File: src/rtl/kitt_pwm_capture_if.sv
// Result bus of kitt_pwm_capture: channel select in, latched frame results out.
interface kitt_pwm_capture_if #(
  parameter int LVL_W = 3
);
  logic [2:0]       sel;
  logic [LVL_W-1:0] level_out;
  logic             frame_done;
  logic [7:0]       active_mask;
  logic [2:0]       peak_ch;
  logic             peak_valid;

  modport slave (
    input  sel,
    output level_out, frame_done, active_mask, peak_ch, peak_valid
  );

  modport master (
    output sel,
    input  level_out, frame_done, active_mask, peak_ch, peak_valid
  );
endinterface

File: src/rtl/kitt_pwm_capture.sv
// Eight-channel PWM duty capture over a free-running 2^CNT_W frame.
// Optional 2-sample glitch filter enabled by defining PWMCAP_GLITCH_FILTER_EN.
module kitt_pwm_capture #(
  parameter int CNT_W = 8,
  parameter int LVL_W = 3
) (
  input  logic                clk,
  input  logic                rst,
  input  logic [7:0]          pwm_in,
  kitt_pwm_capture_if.slave   cap
);
  localparam logic [CNT_W-1:0] CNT_MAX = '1;
  localparam logic [CNT_W:0]   SAT_MAX = {1'b0, {CNT_W{1'b1}}};

  logic [7:0]       sync1_q, sync1_d, sync2_q, sync2_d;
  logic [7:0]       sample;
  logic [CNT_W-1:0] frame_cnt_q, frame_cnt_d;
  logic [CNT_W:0]   acc_q [8];
  logic [CNT_W:0]   acc_d [8];
  logic [CNT_W:0]   cnt_final [8];
  logic [CNT_W-1:0] sat [8];
  logic [CNT_W-1:0] best;
  logic [2:0]       best_idx;
  logic             wrap;
  logic [LVL_W-1:0] level_q [8];
  logic [LVL_W-1:0] level_d [8];
  logic [7:0]       mask_q, mask_d;
  logic [2:0]       peak_q, peak_d;
  logic             valid_q, valid_d;
  logic             done_q, done_d;

  always_comb begin
    sync1_d = pwm_in;
    sync2_d = sync1_q;
  end

  always_ff @(posedge clk or posedge rst) begin
    if (rst) begin
      sync1_q <= '0;
      sync2_q <= '0;
    end else begin
      sync1_q <= sync1_d;
      sync2_q <= sync2_d;
    end
  end

`ifdef PWMCAP_GLITCH_FILTER_EN
  logic [7:0] prev_q, prev_d, filt_q, filt_d;

  // Output follows the synchronized bit only once it matched on two consecutive cycles.
  always_comb begin
    prev_d = sync2_q;
    filt_d = filt_q;
    for (int unsigned i = 0; i < 8; i++) begin
      if (sync2_q[i] == prev_q[i]) filt_d[i] = sync2_q[i];
    end
  end

  always_ff @(posedge clk or posedge rst) begin
    if (rst) begin
      prev_q <= '0;
      filt_q <= '0;
    end else begin
      prev_q <= prev_d;
      filt_q <= filt_d;
    end
  end

  assign sample = filt_q;
`else
  assign sample = sync2_q;
`endif

  always_comb begin
    frame_cnt_d = frame_cnt_q + 1'b1;
    wrap        = (frame_cnt_q == CNT_MAX);
    best        = '0;
    best_idx    = '0;
    level_d     = level_q;
    mask_d      = mask_q;
    peak_d      = peak_q;
    valid_d     = valid_q;
    done_d      = wrap;
    for (int unsigned i = 0; i < 8; i++) begin
      cnt_final[i] = acc_q[i] + {{CNT_W{1'b0}}, sample[i]};
      acc_d[i]     = (frame_cnt_q == '0) ? {{CNT_W{1'b0}}, sample[i]} : cnt_final[i];
      sat[i]       = (cnt_final[i] > SAT_MAX) ? SAT_MAX[CNT_W-1:0] : cnt_final[i][CNT_W-1:0];
      // Strict compare keeps the lowest index on ties.
      if (sat[i] > best) begin
        best     = sat[i];
        best_idx = 3'(i);
      end
    end
    if (wrap) begin
      for (int unsigned i = 0; i < 8; i++) begin
        level_d[i] = sat[i][CNT_W-1 -: LVL_W];
        mask_d[i]  = (cnt_final[i] != '0);
      end
      peak_d  = best_idx;
      valid_d = |mask_d;
    end
  end

  always_ff @(posedge clk or posedge rst) begin
    if (rst) begin
      frame_cnt_q <= '0;
      for (int unsigned i = 0; i < 8; i++) begin
        acc_q[i]   <= '0;
        level_q[i] <= '0;
      end
      mask_q  <= '0;
      peak_q  <= '0;
      valid_q <= 1'b0;
      done_q  <= 1'b0;
    end else begin
      frame_cnt_q <= frame_cnt_d;
      for (int unsigned i = 0; i < 8; i++) begin
        acc_q[i]   <= acc_d[i];
        level_q[i] <= level_d[i];
      end
      mask_q  <= mask_d;
      peak_q  <= peak_d;
      valid_q <= valid_d;
      done_q  <= done_d;
    end
  end

  assign cap.level_out   = level_q[cap.sel];
  assign cap.frame_done  = done_q;
  assign cap.active_mask = mask_q;
  assign cap.peak_ch     = peak_q;
  assign cap.peak_valid  = valid_q;
endmodule

File: src/flat_wrapper.sv
// flat-port wrapper written by rule: the top's interface ports become plain ports
module kitt_pwm_capture_flat 
#(
  parameter int CNT_W = 8,
  parameter int LVL_W = 3
)
  (clk, rst, pwm_in, cap_sel, cap_level_out, cap_frame_done, cap_active_mask, cap_peak_ch, cap_peak_valid);
  kitt_pwm_capture_if #(.LVL_W(LVL_W)) cap_i ();
  input  logic clk;
  input  logic rst;
  input  logic [7:0] pwm_in;
  input wire logic [$bits(cap_i.sel)-1:0] cap_sel;
  output wire logic [$bits(cap_i.level_out)-1:0] cap_level_out;
  output wire logic [$bits(cap_i.frame_done)-1:0] cap_frame_done;
  output wire logic [$bits(cap_i.active_mask)-1:0] cap_active_mask;
  output wire logic [$bits(cap_i.peak_ch)-1:0] cap_peak_ch;
  output wire logic [$bits(cap_i.peak_valid)-1:0] cap_peak_valid;
  assign cap_i.sel = cap_sel;
  assign cap_level_out = cap_i.level_out;
  assign cap_frame_done = cap_i.frame_done;
  assign cap_active_mask = cap_i.active_mask;
  assign cap_peak_ch = cap_i.peak_ch;
  assign cap_peak_valid = cap_i.peak_valid;
  kitt_pwm_capture #(.CNT_W(CNT_W), .LVL_W(LVL_W)) u_core (.clk(clk), .rst(rst), .pwm_in(pwm_in), .cap(cap_i));
endmodule
File: config.mk
export PLATFORM = sky130hd
export DESIGN_NAME = kitt_pwm_capture_flat
export DESIGN_NICKNAME = d
export VERILOG_FILES = /design/src/rtl/kitt_pwm_capture_if.sv /design/src/rtl/kitt_pwm_capture.sv /design/src/flat_wrapper.sv
export SDC_FILE = /design/constraint.sdc
export NUM_CORES = 1
export LEC_CHECK = 0
export ABC_AREA = 0
export CAP_MARGIN = 20
export CELL_PAD_IN_SITES_DETAIL_PLACEMENT = 0
export CELL_PAD_IN_SITES_GLOBAL_PLACEMENT = 1
export CORE_MARGIN = 3
export CORE_UTILIZATION = 44
export DETAILED_ROUTE_END_ITERATION = 6
export PLACE_DENSITY_LB_ADDON = 0.1
export SKIP_LAST_GASP = 1
export SYNTH_ARGS = -nofsm -noshare
export SYNTH_HDL_FRONTEND = slang
export SYNTH_SLANG_ARGS = --single-unit
export TNS_END_PERCENT = 100
File: constraint.sdc
create_clock -name clk -period 11.8 [get_ports clk]
set_input_delay 1.77 -clock clk [delete_from_list [all_inputs] [get_ports clk]]
set_output_delay 1.77 -clock clk [all_outputs]
set_load 0.005 [all_outputs]
==> results.sh <==
export IMPL_status="finished clean"
export IMPL_slew_violations=0
export IMPL_use_met2_pct=32.50
export IMPL_cts_htree_levels=4
export IMPL_busiest_layer="met2"
export IMPL_min_period_over_period_pct=96.71
export IMPL_synth_nets=983
export IMPL_die_y_um=144.3
export IMPL_numClockSinks=133
export IMPL_grt_pass1_wl_um=34370
export IMPL_slowest_delay_ns=0.40
export IMPL_path_delay_family="compound AO/OA/AOI/OAI gates"
export IMPL_wl_per_cell_um=17.61
export IMPL_fmax_mhz=87.63
export IMPL_use_met1_pct=30.23
export IMPL_syn_avg_cell_area_um2=9.395
export IMPL_worst_slew_pin_slew_ns=0.8898
export IMPL_antenna_found_initial=0
export IMPL_drt_iter0_drc=297
export IMPL_insertion_delay_ns=0.43
export IMPL_fin_nets=1077
export IMPL_hpwlAfterDp_um=15560
export IMPL_die_area_um2=20830
export IMPL_place_area_um2=9208
export IMPL_crit_required_ns=12.10
export IMPL_critical_path_slowest_cell="dfrtp_1"
export IMPL_routed_via_density=5.539
export IMPL_hold_viol_final=0
export IMPL_synth_cells=896
export IMPL_synthToLayoutAreaGrowth_pct=27.59
export IMPL_num_fill_cells=1594
export IMPL_slew_headroom_pct=40.26
export IMPL_use_met3_pct=3.604
export IMPL_diodes=0
export IMPL_cp_start_kind="flop"
export IMPL_period_needed_ns=11.41
export IMPL_numCtsBuffers=17
export IMPL_drt_pass1_iterations=5
export IMPL_grt_max_degree=87
export IMPL_ys_flop_type="dfrtp_1"
export IMPL_yosysUniqueCellTypes=70
export IMPL_syn_area_um2=8418
export IMPL_layout_drive_gt1_share_pct=25.72
export IMPL_synth_seq_cells=133
export IMPL_cp_arrival_ns=11.72
export IMPL_synth_edf_count=0
export IMPL_cts_root_buf="clkbuf_16"
export IMPL_rrSetupSlack_ns=0.39
export IMPL_grt_pass1_vias=6685
export IMPL_cp_end_kind="flop"
export IMPL_criticalPathCategory="flop to flop"
export IMPL_critPathMaxFanout=6
export IMPL_num_vias=6824
export IMPL_yosysWarnings=0
export IMPL_cts_tree="done"
export IMPL_io_pins=29
export IMPL_rows=49
export IMPL_ant_nets=0
export IMPL_die_w_um=144.3
export IMPL_core_um2=18390
export IMPL_drv_cap=0
export IMPL_setup_viol=0
export IMPL_initial_core_util_pct=45.77
export IMPL_drc_errors=0
export IMPL_grt_use_total_pct=20.86
export IMPL_hold_path_class="flop to flop"
export IMPL_port_buffers=28
export IMPL_final_area_um2=10740
export IMPL_async_flop_share_pct=100.0
export IMPL_ctsLongestPathBuffers=2
export IMPL_grt_overflow=0
export IMPL_fin_skew_ns=0.01025
export IMPL_cts_hold_buffers=0
export IMPL_clkSlewWorstSetupHoldPaths_ns=0.06
export IMPL_cp_buffers_inverters=7
export IMPL_gp_congestion=0.9394
export IMPL_routed_wl_um=21700
export IMPL_synth_seq_area_share_pct=39.54
per-stage QoR:
| stage | TNS, ns | hold slack [ns] | util, % | setup slack [ns] | cells |
|---|---|---|---|---|---|
| 2_1_floorplan | 0 | 0.3312 | - | 0.05158 | 896 |
| 3_5_place_dp | -1.123 | 0.3395 | 50.06 | -0.4474 | 1164 |
| 4_1_cts | 0 | 0.3569 | 54.74 | 0.004111 | 1206 |
| 6_report | 0 | 0.3526 | 58.39 | 0.3883 | 1232 |
| 5_1_grt | -0.1746 | 0.3564 | 58.39 | -0.1009 | 1232 |
| 3_3_place_gp | -0.3994 | 0.3360 | 50.06 | -0.1690 | 1164 |
per-layer routing:
layer | wire length, µm | part of all wire [%] | vias up
met4 | 253 | 1.2 | 0
met3 | 535 | 2.5 | 21
met1 | 10700 | 49 | 3366
li1 | - | - | 3333
met5 | 0 | 0 | -
met2 | 10210 | 47 | 104
cells in the final DEF (no fill, tap or decap), types with 5 or more instances in the layout:
| master | count |
|---|---|
| a21o_1 | 7 |
| a21oi_1 | 16 |
| a21oi_2 | 9 |
| a31oi_1 | 20 |
| and2_1 | 10 |
| and2_4 | 5 |
| and3_1 | 8 |
| buf_4 | 70 |
| buf_6 | 8 |
| clkbuf_16 | 17 |
| clkdlybuf4s50_1 | 28 |
| dfrtp_1 | 133 |
| ha_1 | 53 |
| ha_4 | 18 |
| inv_1 | 25 |
| mux2_2 | 13 |
| mux2_4 | 6 |
| mux4_2 | 6 |
| nand2_1 | 103 |
| nand2_2 | 5 |
| nand2b_1 | 9 |
| nand3_1 | 47 |
| nand3_2 | 6 |
| nand4_1 | 18 |
| nor2_1 | 96 |
| nor2_2 | 5 |
| nor2b_1 | 21 |
| nor3_1 | 10 |
| nor4_1 | 6 |
| o211ai_1 | 5 |
| o21a_1 | 6 |
| o21ai_0 | 16 |
| o21ai_1 | 10 |
| o21ai_2 | 5 |
| xnor2_1 | 32 |
| xnor2_2 | 5 |
| xor2_1 | 37 |
sequential cells by signal, indices dropped and copies added, names as in the netlist, 3 cells and up:
signal	cells
u_core.sample	8
u_core.acc_q	72
u_core.cap.peak_ch	3
u_core.cap.active_mask	8
u_core.frame_cnt_q	8
u_core.sync1_q	8
u_core.level_q	24
final timing paths:
path	start	end	depth (start not counted)
setup / recovery	u_core.sample[0]$_DFF_PP0_	u_core.cap.peak_ch[0]$_DFFE_PP0P_	63
hold / removal	u_core.sync1_q[3]$_DFF_PP0_	u_core.sample[3]$_DFF_PP0_	0
setup reg to reg	u_core.sample[0]$_DFF_PP0_	u_core.cap.peak_ch[0]$_DFFE_PP0P_	63
hold reg to reg	u_core.sync1_q[3]$_DFF_PP0_	u_core.sample[3]$_DFF_PP0_	0
max in group asynchronous	rst	u_core.acc_q[39]$_DFF_PP0_	3
min in group asynchronous	rst	u_core.sync1_q[7]$_DFF_PP0_	2
synth_stat cells, drive strengths merged (25+ instances only):
library cell / number / area, µm²
a21oi: 25 / 125.1
a31oi: 25 / 190.2
dfrtp: 133 / 3328
ha: 74 / 925.9
inv: 31 / 116.4
nand2: 112 / 435.4
nand3: 53 / 275.3
nor2: 102 / 387.9
nor2b: 25 / 156.4
o21ai: 35 / 175.2
xnor2: 37 / 339.1
xor2: 37 / 324.1
timing repair:
item | in CTS | in global routing
resized for setup | 41 | 97
pin swaps | 13 | 51
endpoints found under the setup margin | 3 | 3
buffers inserted | 10 | 25
final cells by class:
| cell class | count | area (µm²) | area share (%) |
|---|---|---|---|
| well taps | 229 | 286.5 | 2.668 |
| flip-flops and latches | 133 | 3328 | 30.99 |
| multi-input cells | 700 | 5448 | 50.72 |
| clock buffers | 18 | 439.2 | 4.089 |
| inverters | 31 | 123.9 | 1.153 |
| repair buffers | 107 | 915.9 | 8.527 |
| clock inverters | 14 | 198.9 | 1.852 |
cells by family after synthesis:
group	share of synthesized area (%)
xor+xnor	7.877
simple gates	22.13
fa+ha+maj	11.00
buf+inv	3.092
flops	39.54
compound gates	10.90
mux	5.470
Power is left out: the tool's default activity adds up to more than one toggle a clock period on the data nets, which glitch-free logic cannot reach.
